`src/rtl/bram_loader.sv`:
```
// Loads a UART byte stream into a byte-wide BRAM until a terminator byte or memory-full.
// Optional echo of accepted bytes to the UART transmitter: define BRAM_LOADER_ECHO_EN.
module bram_loader #(
  parameter int         AddrBits   = 19,
  parameter int         Words      = 2**AddrBits,
  parameter logic [7:0] Terminator = 8'h00
) (
  input  logic                CLK,
  input  logic                RST,
  input  logic [7:0]          RXDAT,
  input  logic                RXSTB,
  input  logic                START,
  output logic [AddrBits-1:0] ADDR,
  output logic                WR,
  output logic [7:0]          DOUT,
  output logic                BUSY,
  output logic                DONE,
  output logic                OVF,
  output logic [AddrBits-1:0] LEN,
  output logic [7:0]          TXDAT,
  output logic                TXSTB,
  input  logic                TXRDY
);

  localparam logic [1:0] SIdle = 2'd0;
  localparam logic [1:0] SLoad = 2'd1;
  localparam logic [1:0] SDone = 2'd2;

  localparam logic [AddrBits-1:0] LastPtr = AddrBits'(Words - 1);
  localparam logic [AddrBits-1:0] One     = AddrBits'(1);

  logic [1:0]          state_q, state_d;
  logic [AddrBits-1:0] ptr_q, ptr_d;
  logic [AddrBits-1:0] addr_q, addr_d;
  logic [7:0]          dout_q, dout_d;
  logic                wr_q, wr_d;
  logic [AddrBits-1:0] len_q, len_d;
  logic                ovf_q, ovf_d;
  logic                busy_q, busy_d;
  logic                done_q, done_d;
  logic                accept;

  always_comb begin
    state_d = state_q;
    ptr_d   = ptr_q;
    addr_d  = addr_q;
    dout_d  = dout_q;
    wr_d    = 1'b0;
    len_d   = len_q;
    ovf_d   = ovf_q;
    accept  = 1'b0;

    // START wins over a coincident RXSTB, so a strobe in that cycle is dropped.
    if (START) begin
      ptr_d   = '0;
      len_d   = '0;
      ovf_d   = 1'b0;
      state_d = SLoad;
    end else if (state_q == SLoad && RXSTB) begin
      accept = 1'b1;
      addr_d = ptr_q;
      dout_d = RXDAT;
      wr_d   = 1'b1;
      ptr_d  = (ptr_q == LastPtr) ? ptr_q : ptr_q + One;
      if (RXDAT == Terminator) begin
        state_d = SDone;
      end else begin
        len_d = len_q + One;
        if (ptr_q == LastPtr) begin
          ovf_d   = 1'b1;
          state_d = SDone;
        end
      end
    end else if (state_q != SIdle && state_q != SLoad && state_q != SDone) begin
      state_d = SIdle;
    end

    busy_d = (state_d == SLoad);
    done_d = (state_d == SDone);
  end

  always_ff @(posedge CLK) begin
    if (RST) begin
      state_q <= SIdle;
      ptr_q   <= '0;
      addr_q  <= '0;
      dout_q  <= '0;
      wr_q    <= 1'b0;
      len_q   <= '0;
      ovf_q   <= 1'b0;
      busy_q  <= 1'b0;
      done_q  <= 1'b0;
    end else begin
      state_q <= state_d;
      ptr_q   <= ptr_d;
      addr_q  <= addr_d;
      dout_q  <= dout_d;
      wr_q    <= wr_d;
      len_q   <= len_d;
      ovf_q   <= ovf_d;
      busy_q  <= busy_d;
      done_q  <= done_d;
    end
  end

  assign ADDR = addr_q;
  assign WR   = wr_q;
  assign DOUT = dout_q;
  assign LEN  = len_q;
  assign OVF  = ovf_q;
  assign BUSY = busy_q;
  assign DONE = done_q;

`ifdef BRAM_LOADER_ECHO_EN
  logic [7:0] txdat_q, txdat_d;
  logic       txstb_q, txstb_d;

  // A fresh byte overrides the handshake clear, keeping TXSTB high.
  always_comb begin
    txdat_d = txdat_q;
    txstb_d = txstb_q & ~TXRDY;
    if (accept) begin
      txdat_d = RXDAT;
      txstb_d = 1'b1;
    end
  end

  always_ff @(posedge CLK) begin
    if (RST) begin
      txdat_q <= '0;
      txstb_q <= 1'b0;
    end else begin
      txdat_q <= txdat_d;
      txstb_q <= txstb_d;
    end
  end

  assign TXDAT = txdat_q;
  assign TXSTB = txstb_q;
`else
  logic [1:0] unused_echo;
  assign unused_echo = {TXRDY, accept};
  assign TXDAT       = 8'h00;
  assign TXSTB       = 1'b0;
`endif

endmodule
```
`config.mk`:
```
export PLATFORM = sky130hd
export DESIGN_NAME = bram_loader
export DESIGN_NICKNAME = d
export VERILOG_FILES = /design/src/rtl/bram_loader.sv
export SDC_FILE = /design/constraint.sdc
export NUM_CORES = 1
export LEC_CHECK = 0
export BUFFER_PORTS_ARGS = -buffer_cell sky130_fd_sc_hd__buf_2
export CAP_MARGIN = 20
export CORE_ASPECT_RATIO = 2
export CORE_MARGIN = 3
export CORE_UTILIZATION = 54
export DETAILED_ROUTE_END_ITERATION = 10
export HOLD_SLACK_MARGIN = 0.08
export PLACE_DENSITY_LB_ADDON = 0.12
export SYNTH_ARGS = -nofsm -noshare
export SYNTH_HDL_FRONTEND = slang
export SYNTH_SLANG_ARGS = --single-unit
```
`constraint.sdc`:
```
create_clock -name CLK -period 2.5 [get_ports CLK]
set_clock_uncertainty 0.05 [all_clocks]
set_input_delay 0.25 -clock CLK [delete_from_list [all_inputs] [get_ports CLK]]
set_output_delay 0.25 -clock CLK [all_outputs]
set_load 0.005 [all_outputs]
```
**Word-level counts from Yosys, hierarchy flattened**

Cells that the tools add are included.

- Register bits: 71
- Output and inout bits: 59

- Add/subtract/negate cells: 2
- Equal/unequal tests: 6
- Muxes and demuxes: 6
- Bitwise gates (word level): 3
- Reduce and logical (&&, ||, !) cells: 10

Operators with widths:

| operator | count |
|---|---|
| $add A19 B1 Y19 const B | 2 |
| $eq A19 B19 Y1 const B | 1 |
| $mux W2 | 5 |
| $logic_not A8 Y1 | 1 |
| $reduce_and A2 Y1 | 3 |
| $eq A2 B1 Y1 const B | 2 |
| $logic_and A1 B1 Y1 | 3 |
| $not A1 Y1 | 3 |
| $reduce_and A3 Y1 | 1 |
| $eq A2 B2 Y1 const B | 1 |
| $ne A2 B1 Y1 const B | 1 |
| $ne A2 B2 Y1 const B | 1 |
| $reduce_bool A2 Y1 | 1 |
| $reduce_or A2 Y1 | 1 |
| $mux W1 | 1 |

**Longest topological paths before layout**

- Depth after elaboration: 7
- Mapped depth: 6
- Gate-level depth less buffers: 5

**Worst setup path before layout**

Ideal clock, no wire load.

- Path kind: reg2reg
- Start point: reg ptr_q[2]
- End point: reg ptr_q[15]
- Setup time: 135 ps
- Data arrival time: 1,606 ps
- Required time: 2,315 ps
- Path slack: 709 ps
- Stages on the path, launching flop included: 6
- Cells stage by stage: dfxtp_1 -> nand4_4 -> or4_1 -> buf_2 -> o311ai_0 -> o41ai_1

- Longest elaborated chain between the ends: 3
- Elaborated cells between the ends (all ways): 4
- Those cells by class: add/sub: 1; eq/ne: 1; bitwise: 1; reduce/logical: 1

Ends and longest elaborated chain:

| what | RTL line | source |
|---|---|---|
| start: declaration | 33 | `logic [AddrBits-1:0] ptr_q, ptr_d;` |
| start signal: assignment | 95 | `ptr_q <= ptr_d;` |
| branches (longest 3 deep; another with $add A19 B1 Y19) | -- |  |

Several ways; the timed one is not identified.
A chain may end at the register's enable or synchronous reset.

**Worst setup path after layout**

- Start point: reg ptr_q[0]
- End point: reg ptr_q[5]

Same word-level chain as after synthesis.

==> impl_metrics.env <==
export IMPL_clkPwrFrac=0.483
export IMPL_diodes=0
export IMPL_fp_row_count=39
export IMPL_postCtsHoldBufs=0
export IMPL_firstDrtPassIters=4
export IMPL_cts_root_buf="clkbuf_16"
export IMPL_portBuffers=61
export IMPL_max_stage_delay_ns=0.63
export IMPL_ios=72
export IMPL_vias=3086
export IMPL_drt_wirelength_per_cell_um=15.8
export IMPL_start_util=0.559
export IMPL_pwr_share_comb=0.041
export IMPL_synth_top_area_cell="dfxtp_1"
export IMPL_place_gp_congestion=0.880
export IMPL_post_cts_buffers=0
export IMPL_grt_start_max_net_pins=21
export IMPL_fmax_mhz=499
export IMPL_synth_edf_count=0
export IMPL_numClockSinks=71
export IMPL_regArea_um2=1420
export IMPL_finalCritPeriodShare=0.802
export IMPL_synth_avg_cell_area_um2=8.34
export IMPL_holdCritPathClass="input port to flop"
export IMPL_critical_path_required_ns=2.71
export IMPL_end_kind="flop"
export IMPL_report_final_slew_viol_count=0
export IMPL_worst_slew_pin_slew_ns=0.641
export IMPL_status="complete, no violations"
export IMPL_drv_cap=0
export IMPL_dieArea_um2=6930
export IMPL_syn_area_um2=3190
export IMPL_p_sw_mw=0.524
export IMPL_grt_pass1_vias=2778
export IMPL_syn_inst=383
export IMPL_hold_viol=0
export IMPL_powerDensity_nw_per_um2=631
export IMPL_nets=461
export IMPL_die_w_um=60.4
export IMPL_crit_family="compound AO/OA/AOI/OAI gates"
export IMPL_ir_drop_mv=0.708
export IMPL_ys_seq_area_frac=0.445
export IMPL_rsz0062_at_grt="no"
export IMPL_gr_usage_all_layers=0.245
export IMPL_max_slew_margin=0.561
export IMPL_async_flop_share=0
export IMPL_ys_ff_latch=71
export IMPL_dp_final_hpwl_um=5770
export IMPL_routed_via_density=6.05
export IMPL_seqPwrFrac=0.476
export IMPL_setup_viol=0
export IMPL_p_leak_nw=1.48
export IMPL_cpMaxStageDelayCell="a2111oi_0"
export IMPL_clock_latency_ns=0.33
export IMPL_tns_ns=0
export IMPL_crit_path_start_kind="flop"
export IMPL_ant_nets=0
export IMPL_coreArea_um2=5710
export IMPL_path_clk_slew_ns=0.05
export IMPL_drtIter0Drc=194
export IMPL_synth_ff_type="dfxtp_1"
export IMPL_hold_ws_ns=0.120
export IMPL_critical_path_buf_inv_count=2
export IMPL_ys_top_cells_by_area="dfxtp_1 (45%), nand2_1 (9.1%), a21oi_1 (7.4%)"
export IMPL_area_growth_pct=19.6
export IMPL_antenna_found_initial=0
export IMPL_synth_most_common_cell="nand2_1"
export IMPL_path_cells="ha_1 -> inv_1 -> nor4_2 -> buf_4 -> a2111oi_0 -> mux2i_1"
export IMPL_htreeDepth=3
export IMPL_overflow=0
export IMPL_wirelength_um=8070
export IMPL_ys_warn_count=0
export IMPL_dieHeight_um=115
export IMPL_grt_pass1_wl_um=12700
export IMPL_worstSetupPathType="flop to flop"
export IMPL_postCtsResizedCells=0
export IMPL_multiInputGateArea_um2=1620
export IMPL_cts_tree="yes"
export IMPL_cell_internal_pwr_mw=1.89
export IMPL_clockBufferDepth=2
export IMPL_finalCriticalPeriod_ns=2.00
export IMPL_numCtsBuffers=9
export IMPL_drc_errors=0
export IMPL_synth_cell_types=47
export IMPL_ys_top_cells_by_count="nand2_1 (77), dfxtp_1 (71), a21oi_1 (47)"
export IMPL_synth_top_cell_area_share=0.445
export IMPL_switching_share=0.217
export IMPL_crit_arrival_ns=2.21
export IMPL_fill_cells=510
export IMPL_cp_max_fo=9
export IMPL_layout_drive_gt1_share=0.207
[path summary, 6_finish.rpt]
path	end	cells after the start	slack, ns	from
max reg2reg	ptr_q[5]$_SDFFE_PP0P_	6	0.50	ptr_q[0]$_SDFFE_PP0P_
min	DOUT[4]$_SDFFE_PP0P_	3	0.12	RXDAT[4]
min reg2reg	ADDR[4]$_SDFFE_PP0P_	2	0.40	ADDR[4]$_SDFFE_PP0P_
max	ptr_q[5]$_SDFFE_PP0P_	6	0.50	ptr_q[0]$_SDFFE_PP0P_
[area by class of cell]
class                      instances  area share
sequential                        71       0.372
clock buffer                      13      0.0682
clock inverter                     1     0.00131
inverter                           5     0.00491
tap                               61      0.0200
timing repair buffer              76       0.109
multi-input combinational        283       0.424
[logic make-up after synthesis]
group,share of synthesized area
flip-flops,0.445
XOR/XNOR,0.0165
multiplexers,0.0219
buffers and inverters,0.0572
AND/OR/NAND/NOR,0.257
adder cells (fa/ha/maj),0.00784
AO/OA/AOI/OAI,0.193
other,0.00117
[routing by layer]
layer	global-route usage	share of wire	up-vias
li1	-	-	1514
met1	0.263	0.39	1461
met2	0.418	0.54	97
met3	0.0652	0.053	14
met4	0.133	0.024	0
met5	0	0	-
[worst reg2reg max path, stage by stage (launching register included)]
cell       delay (ns)
dfxtp_1          0.38
ha_1             0.28
inv_1            0.11
nor4_2           0.06
buf_4            0.18
a2111oi_0        0.63
mux2i_1          0.25
[flip-flops by register name, summed over array words and instances (netlist names)]
signal   count
DOUT         8
DONE         1
ADDR        19
WR           1
BUSY         1
LEN         19
state_q      2
ptr_q       19
OVF          1
[layout by cell type (no fill, tap or decap), types with 10 or more instances in the layout]
master,n
buf_4,15
nand3_1,12
a21oi_1,47
dfxtp_1,71
nor2_1,14
or3_1,10
o21ai_0,11
buf_2,61
or4_1,13
nand2_1,77
[power groups by stage]
stage,Clock [mW],Combinational (mW),Sequential (mW)
after global placement,0,0.0953,1.17
final,1.16,0.0979,1.15
after CTS,1.18,0.0971,1.15
after detailed placement,0,0.0967,1.17
after floorplan,0,0.0667,1.17
after global routing,1.24,0.107,1.15
[stage by stage]
stage	cell area (µm²)	setup WS (ns)	util	std cells	power, mW
floorplan	3220	0.709	-	391	1.24
detailed placement	3550	0.530	0.622	496	1.27
global placement	3550	0.551	0.622	496	1.27
CTS	3820	0.486	0.669	510	2.42
global route	3820	0.356	0.669	510	2.49
finish	3820	0.495	0.669	510	2.41
Power figures use the tool's default switching activity.
